[src/rtl/usb_rx_pkg.sv]
// usb_rx_pkg: shared line-state/FSM types and constants for the USB receive front end.
package usb_rx_pkg;

    // Encoding is {dp, dm} so a raw line sample casts directly to line_e
    typedef enum logic [1:0] {
        LINE_SE0 = 2'b00,
        LINE_K   = 2'b01,
        LINE_J   = 2'b10,
        LINE_SE1 = 2'b11
    } line_e;

    typedef enum logic [2:0] {
        ST_IDLE,
        ST_PID,
        ST_DATA,
        ST_EOP,
        ST_ERROR
    } state_e;

    // LSB is the first bit on the wire: seven 0s then a 1
    localparam logic [7:0] SYNC_PATTERN = 8'b1000_0000;
    localparam logic [2:0] MAX_ONES     = 3'd6;

endpackage

[src/rtl/nrzi_decoder.sv]
// nrzi_decoder: classifies the dp/dm line and NRZI-decodes it against the last J/K sample.
//   clk, rst     : clock, async active-high reset
//   bit_en       : sample strobe; the previous-line register only moves on strobed J/K samples
//   dp, dm       : bus line
//   line         : current line classification (combinational)
//   dec_bit      : 1 when the line equals the previous J/K sample, 0 on a transition
module nrzi_decoder
    import usb_rx_pkg::*;
(
    input  logic  clk,
    input  logic  rst,
    input  logic  bit_en,
    input  logic  dp,
    input  logic  dm,
    output line_e line,
    output logic  dec_bit
);

    line_e prev_q, prev_d;

    always_comb begin
        line    = line_e'({dp, dm});
        dec_bit = (line == prev_q);
        // SE0/SE1 carry no NRZI information, so they leave the reference untouched
        prev_d  = (bit_en && (line == LINE_J || line == LINE_K)) ? line : prev_q;
    end

    always_ff @(posedge clk or posedge rst) begin
        if (rst) prev_q <= LINE_J;
        else     prev_q <= prev_d;
    end

endmodule

[src/rtl/rx_sync_decoder.sv]
// rx_sync_decoder: USB receive front end - NRZI decode, SYNC detect, bit unstuffing, EOP/error tracking.
//   clk, rst      : clock, async active-high reset
//   bit_en        : bit-time strobe; nothing advances and no pulse is produced when low
//   dp, dm        : bus line
//   s_in          : decoded, unstuffed bit (registered, one cycle after its sample)
//   bit_valid     : s_in carries a payload bit
//   start_decode  : pulse with the first PID bit
//   end_PID       : pulse on packet end (EOP or recovery from error)
//   stuff_err     : pulse on a bit-stuff violation
//   rx_active     : high from SYNC match through the end_PID cycle
module rx_sync_decoder
    import usb_rx_pkg::*;
(
    input  logic clk,
    input  logic rst,
    input  logic bit_en,
    input  logic dp,
    input  logic dm,
    output logic s_in,
    output logic bit_valid,
    output logic start_decode,
    output logic end_PID,
    output logic stuff_err,
    output logic rx_active
);

    line_e  line;
    logic   dec_bit;
    state_e state_q, state_d;
    logic [7:0] shift_q, shift_d;
    logic [2:0] fill_q, fill_d, ones_q, ones_d, pid_cnt_q, pid_cnt_d;
    logic se0_seen_q, se0_seen_d;
    logic s_in_q, s_in_d, bit_valid_q, bit_valid_d, start_q, start_d;
    logic end_pid_q, end_pid_d, stuff_err_q, stuff_err_d, rx_active_q, rx_active_d;
    logic is_jk, sync_hit;
    logic [7:0] shift_in;
    logic unused_shift_lsb;

    nrzi_decoder u_nrzi (
        .clk     (clk),
        .rst     (rst),
        .bit_en  (bit_en),
        .dp      (dp),
        .dm      (dm),
        .line    (line),
        .dec_bit (dec_bit)
    );

    assign is_jk    = (line == LINE_J) || (line == LINE_K);
    assign shift_in = {dec_bit, shift_q[7:1]};
    // The cleared register is all zeros, so a match also needs 7 real bits already shifted in
    assign sync_hit = is_jk && (fill_q == 3'd7) && (shift_in == SYNC_PATTERN);
    assign unused_shift_lsb = shift_q[0];

    always_comb begin
        state_d     = state_q;
        shift_d     = shift_q;
        fill_d      = fill_q;
        ones_d      = ones_q;
        pid_cnt_d   = pid_cnt_q;
        se0_seen_d  = se0_seen_q;
        s_in_d      = s_in_q;
        bit_valid_d = 1'b0;
        start_d     = 1'b0;
        end_pid_d   = 1'b0;
        stuff_err_d = 1'b0;
        if (bit_en) begin
            case (state_q)
                ST_IDLE: begin
                    if (is_jk) begin
                        shift_d = shift_in;
                        fill_d  = (fill_q == 3'd7) ? fill_q : fill_q + 3'd1;
                        if (sync_hit) begin
                            state_d   = ST_PID;
                            ones_d    = 3'd1;
                            pid_cnt_d = 3'd0;
                        end
                    end
                end
                ST_PID, ST_DATA: begin
                    if (line == LINE_SE1) begin
                        state_d    = ST_ERROR;
                        se0_seen_d = 1'b0;
                    end else if (line == LINE_SE0) begin
                        state_d    = ST_EOP;
                        se0_seen_d = 1'b0;
                    end else if (ones_q == MAX_ONES) begin
                        // After six 1s the next bit must be a stuffed 0
                        if (dec_bit) begin
                            stuff_err_d = 1'b1;
                            state_d     = ST_ERROR;
                            se0_seen_d  = 1'b0;
                        end else begin
                            ones_d = 3'd0;
                        end
                    end else begin
                        s_in_d      = dec_bit;
                        bit_valid_d = 1'b1;
                        ones_d      = dec_bit ? ones_q + 3'd1 : 3'd0;
                        if (state_q == ST_PID) begin
                            start_d   = (pid_cnt_q == 3'd0);
                            pid_cnt_d = pid_cnt_q + 3'd1;
                            state_d   = (pid_cnt_q == 3'd7) ? ST_DATA : ST_PID;
                        end
                    end
                end
                ST_EOP: begin
                    if (!se0_seen_q && line == LINE_SE0) begin
                        se0_seen_d = 1'b1;
                    end else if (se0_seen_q && line == LINE_J) begin
                        end_pid_d = 1'b1;
                        state_d   = ST_IDLE;
                    end else begin
                        state_d    = ST_ERROR;
                        se0_seen_d = (line == LINE_SE0);
                    end
                end
                ST_ERROR: begin
                    if (se0_seen_q && line == LINE_J) begin
                        end_pid_d = 1'b1;
                        state_d   = ST_IDLE;
                    end else begin
                        se0_seen_d = (line == LINE_SE0);
                    end
                end
                default: state_d = ST_IDLE;
            endcase
            if (state_d == ST_IDLE && state_q != ST_IDLE) begin
                shift_d = '0;
                fill_d  = '0;
                ones_d  = '0;
            end
        end
        rx_active_d = (state_d != ST_IDLE) || end_pid_d;
    end

    always_ff @(posedge clk or posedge rst) begin
        if (rst) begin
            state_q     <= ST_IDLE;
            shift_q     <= '0;
            fill_q      <= '0;
            ones_q      <= '0;
            pid_cnt_q   <= '0;
            se0_seen_q  <= 1'b0;
            s_in_q      <= 1'b0;
            bit_valid_q <= 1'b0;
            start_q     <= 1'b0;
            end_pid_q   <= 1'b0;
            stuff_err_q <= 1'b0;
            rx_active_q <= 1'b0;
        end else begin
            state_q     <= state_d;
            shift_q     <= shift_d;
            fill_q      <= fill_d;
            ones_q      <= ones_d;
            pid_cnt_q   <= pid_cnt_d;
            se0_seen_q  <= se0_seen_d;
            s_in_q      <= s_in_d;
            bit_valid_q <= bit_valid_d;
            start_q     <= start_d;
            end_pid_q   <= end_pid_d;
            stuff_err_q <= stuff_err_d;
            rx_active_q <= rx_active_d;
        end
    end

    assign s_in         = s_in_q;
    assign bit_valid    = bit_valid_q;
    assign start_decode = start_q;
    assign end_PID      = end_pid_q;
    assign stuff_err    = stuff_err_q;
    assign rx_active    = rx_active_q;

endmodule

[config.mk]
export PLATFORM = sky130hd
export DESIGN_NAME = rx_sync_decoder
export DESIGN_NICKNAME = d
export VERILOG_FILES = /design/src/rtl/usb_rx_pkg.sv /design/src/rtl/nrzi_decoder.sv /design/src/rtl/rx_sync_decoder.sv
export SDC_FILE = /design/constraint.sdc
export NUM_CORES = 1
export LEC_CHECK = 0
export BUFFER_PORTS_ARGS = -buffer_cell sky130_fd_sc_hd__buf_2
export CORE_MARGIN = 2
export CORE_UTILIZATION = 45
export CTS_CLUSTER_SIZE = 8
export DETAILED_ROUTE_END_ITERATION = 8
export PLACE_DENSITY_LB_ADDON = 0.1
export SETUP_SLACK_MARGIN = 0.02
export SLEW_MARGIN = 20
export SYNTH_ARGS = -nofsm -noshare
export SYNTH_HDL_FRONTEND = slang
export SYNTH_SLANG_ARGS = --single-unit
[constraint.sdc]
create_clock -name clk -period 4.65 [get_ports clk]
set_input_delay 0.465 -clock clk [delete_from_list [all_inputs] [get_ports clk]]
set_output_delay 0.465 -clock clk [all_outputs]
set_load 0.02 [all_outputs]
==> results.md, run 1 <==
- Yosys top cell area share: 41.54%
- H-tree depth: 1
- GRT Residual Overflow: 0
- Finished Core Util: 51.43%
- Core region area: 3416 um^2
- Least-Margin Pin Slew: 0.9274 ns
- FP Rows: 21
- Synth Register Bits: 28
- Post-synth EDFFs: 0
- Final Cycle Share: 56.02%
- Ys async rst share: 100.0%
- RSZ-0062 raised after global routing: false
- Crit path DAT: 2.79 ns
- Via count: 1,274
- Element type at the critical path start: register
- Pwr dens: 489.8 nW/um^2
- Crit path capture type: register
- Synth Area in XOR/XNOR: 3.615%
- Fin crit period: 2.605 ns
- Storage cell area: 701.9 um^2
- Largest net degree at the start of global routing: 29
- Drt via density: 5.844
- Post-Place Setup Slack: 1.971 ns
- Area Overhead vs Synth: 8.000%
- Antenna viol nets, final: 0
- Most common cell in the netlist: dfrtp_1
- Final slew viol count: 0
- CTS Hold Buffers Added: 0
- Int Pwr: 527.6 uW
- # IOs: 11
- Relative slew slack: 37.60%
- Layout cell share with drive strength beyond 1: 14.53%
- Combinational Power Share: 37.8%
- Detailed Route Iter0 Violations: 102
- Cts bufs inserted: 3
- Initial core utilization: 47.62%
- F_max: 383.9 MHz
- CTS tree: built
- Total die area: 4111 um^2
- Fin worst setup slack: 2.045 ns
- Largest family of logic cells by synthesized area: simple AND/OR/NAND/NOR gates
- PostCTS Resize Cnt: 0
- Initial DRT Pass Iterations: 4
- Gr usage total: 19.03%
- Initial antenna violation count: 0
- Outcome: completed
- Clock root buffer: clkbuf_4
- Clock Latency Late Sink: 0.34 ns
- Setup Skew: 0.01675 ns
- Min-delay worst type: input pin to async pin
- Routed len/inst: 15.79 um
- First-pass GRT wire length: 6134 um
- Final wirelength: 3443 um
- Filler instances: 325
- Post-synth top cells: 27 x dfrtp_1, 14 x inv_1, 12 x nand2_1
- Multi-input logic area: 842.1 um^2
- Syn nets: 179
- CTS Buffer Depth: 2
- DRC viols: 0
- Cell area after synthesis: 1627 um^2
- Clk sinks: 28
- Synth Area in Simple Gates: 19.69%
- Dominant synthesized flop cell: dfrtp_1
- Post-Synth Adder-Cell Area: 7.692%
- Post-Synthesis Cells: 164
- CTS clk-pin slew, worst paths: 0.16 ns
- Leakage power: 0.0008251 uW
- Sequential Power Share: 43.4%
- Syn Area/Cell: 9.918 um^2
- Max-Cap Viols: 0
- Nets: 188
- Die height: 64.12 um
- Seq/Total Area, Yosys: 43.15%
- Largest cells by area after synthesis: dfrtp_1 42%, ha_1 7.7%, a22o_1 4.3%
- Switch share: 38.69%
- WP data required: 4.84 ns
- Dpl hpwl: 2552 um
- Vias in the first global route: 1,233
- Antenna diodes: 0
- # setup viols final: 0
- PortBufs: 10
- Ys Warns: 0
- Synth area leader: dfrtp_1
- Count of different cell masters after synthesis: 50
- Chip Width: 64.12 um
- Setup TNS: 0 ns
- Sw power: 332.9 uW
- Final hold violation count: 0
- Clk pwr share: 18.9%
- Placer Congestion: 0.9303
- CP Class: register to register
- Post-CTS Setup Bufs: 0
- Crit Path Max Fanout: 6
- Mux contribution to synthesized area: 2.615%
- Worst IR Drop VDD: 227.9 uV
- Synth Area in Compound Gates: 18.15%
## flip-flops by register name, summed over array words and instances (netlist names)
signal / flops
shift_q: 7
u_nrzi.prev_q: 2
rx_active: 1
end_PID: 1
state_q: 3
bit_valid: 1
start_decode: 1
fill_q: 3
se0_seen_q: 1
pid_cnt_q: 3
s_in: 1
stuff_err: 1
ones_q: 3
## power by group through the flow
stage	sequential, uW	combinational, uW	clock (uW)
6_report	373	325	162
5_1_grt	387	367	179
4_1_cts	373	325	167
3_5_place_dp	379	322	0
3_3_place_gp	374	318	0
2_1_floorplan	361	260	0
## area by class of cell
cell class	instances	area share, %
clock buffers	3	1.282
multi-input cells	116	47.93
flip-flops and latches	28	39.96
inverters	14	2.991
clock inverters	1	1.709
repair buffers	10	2.849
well taps	46	3.276
## final timing paths
kind                         startpoint                to  slack, ns  cells after the start
setup / recovery              ones_q[0]         ones_q[1]       2.05                      7
hold / removal                      rst         fill_q[2]       0.16                      2
setup reg to reg              ones_q[0]         ones_q[1]       2.05                      7
hold reg to reg            pid_cnt_q[2]      start_decode       0.49                      1
max in group asynchronous           rst  u_nrzi.prev_q[1]       4.09                      2
min in group clk                     dp  u_nrzi.prev_q[1]       0.45                      3
## critical path, cell delays in order, from the launching register on
cell	delay, ns
dfrtp_1	0.44
inv_1	0.10
ha_1	0.19
and2_1	0.22
nand3_1	0.17
a211o_1	0.35
nor4_1	0.81
o22ai_1	0.20
## cells by family (layout without fill, tap and decap cells)
group / count (synthesis) / after routing
adders and majority gates: 10 / 10
muxes: 4 / 4
DFF: 28 / 28
buffers and inverters: 20 / 28
AOI/OAI and AO/OA: 40 / 40
xor gates and xnor gates: 5 / 5
and+or+nand+nor: 57 / 57
## layout by cell type, fill, tap and decap left out, types with 2 or more instances in the layout
cell / instances
mux2i_1: 2
nand4_1: 3
buf_2: 10
dfrtp_1: 27
mux2_2: 2
a21oi_1: 3
o21ai_0: 8
or3_1: 3
inv_1: 13
nor2_1: 5
and2_1: 3
nand3_1: 5
or2_2: 2
and3_1: 2
o22ai_1: 5
clkbuf_4: 3
a22o_1: 8
nor2b_1: 3
xor2_1: 3
nor3_1: 5
xnor2_2: 2
a211oi_1: 2
nand2_1: 12
nor4_1: 3
ha_1: 10
nand2b_1: 3
## stage by stage
| step | power, uW | cell area [um^2] | std cells | hold WS (ns) |
|---|---|---|---|---|
| after floorplan | 620.7 | 1627 | 164 | 0.4395 |
| after global placement | 691.6 | 1704 | 214 | 0.4642 |
| after detailed placement | 700.8 | 1704 | 214 | 0.4769 |
| after CTS | 864.9 | 1757 | 218 | 0.4092 |
| after global routing | 933.5 | 1757 | 218 | 0.1952 |
| final | 860.4 | 1757 | 218 | 0.1580 |
## layer usage
metal	vias up	share of wire [%]	wire, um	track usage [%]
li1	613	-	-	-
met1	636	51	1762	28.14
met2	23	46	1575	29.43
met3	2	2.5	85	2.641
met4	0	0.58	20	4.787
met5	-	0	0	0
(Power assumes the default switching activity.)
==> inputs of run 2 (changes only) <==
Clock period 4.65 ns to 2.2 ns, I/O delays scaled along.
==> results.md, run 2 (synthesis gave the netlist of run 1 again) <==
- Crit path capture type: register
- Fin cells: 253
- Met3 WL: 138 um
- CTS clk-pin slew, worst paths: 0.15 ns
- Post-Place Setup Slack: -0.2915 ns
- Clk sinks: 28
- Top Metal Used: met4
- Fin crit period: 2.206 ns
- Worst IR Drop VDD: 532.2 uV
- Dpl hpwl: 2959 um
- Placed cell count: 245
- M1 wire length: 1801 um
- Layout cell share with drive strength beyond 1: 33.82%
- Initial antenna violation count: 0
- Crit path cell chain: inv_2, ha_4, and2_4, nand3_2, a211o_1, or4_4, a22o_1
- Vias in the first global route: 1,375
- CTS Buffer Depth: 2
- Max FFs per register: 7
- Sequential Power Share: 37.1%
- Design area: 2091 um^2
- Pwr dens: 994.9 nW/um^2
- Antenna diodes: 0
- Detailed Route Iter0 Violations: 54
- H-tree depth: 1
- Area Overhead vs Synth: 28.54%
- FP Rows: 21
- Final wirelength: 3870 um
- Leakage power: 0.001003 uW
- # IOs: 11
- Switch share: 37.68%
- Total die area: 4111 um^2
- Total power: 2080 uW
- CTS tree: built
- CP max stage delay: 0.61 ns
- F_max: 453.3 MHz
- Routed len/inst: 15.30 um
- # setup viols final: 1
- Clock root buffer: clkbuf_4
- Filler instances: 285
- Nets: 223
- Placer Congestion: 0.9970
- Least-Margin Pin Slew: 0.5024 ns
- Clk pwr share: 16.3%
- RSZ-0062 raised after global routing: true
- GRT Residual Overflow: 0
- CP delay by family, top: simple AND/OR/NAND/NOR gates
- Min-delay worst type: input pin to register
- Setup TNS: -0.005974 ns
- Relative slew slack: 66.47%
- Clock Latency Late Sink: 0.34 ns
- Most frequent cells in the layout: 34 x buf_4, 25 x dfrtp_1, 13 x inv_1
- Initial core utilization: 47.62%
- Final Cycle Share: 100.3%
- Setup Skew: 0.007021 ns
- Met2 wire length: 1882 um
- Buf/Inv on CP: 1
- Combinational Power Share: 46.6%
- Max-Cap Viols: 0
- Final hold violation count: 0
- Initial DRT Pass Iterations: 4
- Element type at the critical path start: register
- Largest net degree at the start of global routing: 17
- Most common cell after layout, fill and taps aside: buf_4
- Most flops, register: shift_q
- WP data required: 2.45 ns
- CP Class: register to register
- Final slew viol count: 0
- Crit path DAT: 2.45 ns
- Chip Width: 64.12 um
- Via count: 1,404
- Worst path slowest cell: or4_4
- PortBufs: 10
- Antenna viol nets, final: 0
- Placed Area: 1937 um^2
- DRC viols: 0
- Core region area: 3416 um^2
- Outcome: complete, but fails checks
- Failing checks: setup timing
- Sw power: 783.9 uW
- Cts bufs inserted: 3
- Int Pwr: 1296 uW
- Crit Path Max Fanout: 7
- First-pass GRT wire length: 6430 um
- Drt via density: 5.549
- Fin worst setup slack: -0.005974 ns
- Die height: 64.12 um
- Gr usage total: 20.05%
-- run 2: changes by cell type in the layout (fill, tap and decap cells not counted), moves of 2 or more --
cell / delta
buf_4: +34
nor3_1: -2
dfrtp_1: -2
dfrtp_2: +2
nor3_2: +2
-- run 2: final cells by class --
cell class / count / area [um^2] / share of cell area (%)
tap: 46 / 57.56 / 2.753
multi-input combinational: 116 / 908.4 / 43.45
clock inverter: 1 / 30.03 / 1.436
timing repair buffer: 45 / 315.3 / 15.08
inverter: 14 / 52.55 / 2.513
sequential: 28 / 704.4 / 33.69
clock buffer: 3 / 22.52 / 1.077
-- run 2: per-layer routing --
layer / vias up / GRT usage [%]
met5: - / 0
met1: 685 / 27.94
met3: 5 / 2.113
met4: 0 / 5.585
li1: 684 / -
met2: 30 / 33.20
-- run 2: path summary, 6_finish.rpt --
check                             startpoint  depth (start not counted)                to  slack [ns]
worst max-delay path               ones_q[0]                          7        shift_q[1]      -0.006
min in group asynchronous                rst                          3         bit_valid        0.42
max in group asynchronous                rst                          4        state_q[2]        1.16
worst max register to register     ones_q[0]                          7        shift_q[1]      -0.006
worst min register to register  pid_cnt_q[2]                          1      start_decode        0.49
worst min-delay path                      dp                          3  u_nrzi.prev_q[1]        0.15
-- run 2: power groups by stage --
stage          Combinational [uW]  Clock, uW  Sequential, uW
3_5_place_dp                  880          0             778
6_report                      969        340             772
2_1_floorplan                 549          0             763
5_1_grt                      1060        375             793
3_3_place_gp                  861          0             766
4_1_cts                       901        353             766
-- run 2: metrics by stage --
stage                     hold slack [ns]  util [%]
after floorplan                    0.2847         -
after global placement             0.2586     56.70
after detailed placement           0.2770     56.70
after CTS                          0.1321     58.90
after global routing               0.1408     61.21
final                              0.1452     61.21
-- run 2: worst reg2reg max path: stages, from the launching register on --
cell and delay, ns:
dfrtp_1 0.43, inv_2 0.09, ha_4 0.15, and2_4 0.15, nand3_2 0.08, a211o_1 0.37, or4_4 0.61, a22o_1 0.25
-- run 2: what timing repair did --
action                                 4_1_cts  5_1_grt
endpoints found under the hold margin       11        0
resized for setup                            3       13
cloned                                       0        0
setup endpoints to repair                   13       14
pin swaps                                    1        9
setup buffers                                0        3
hold buffers                                 1        0
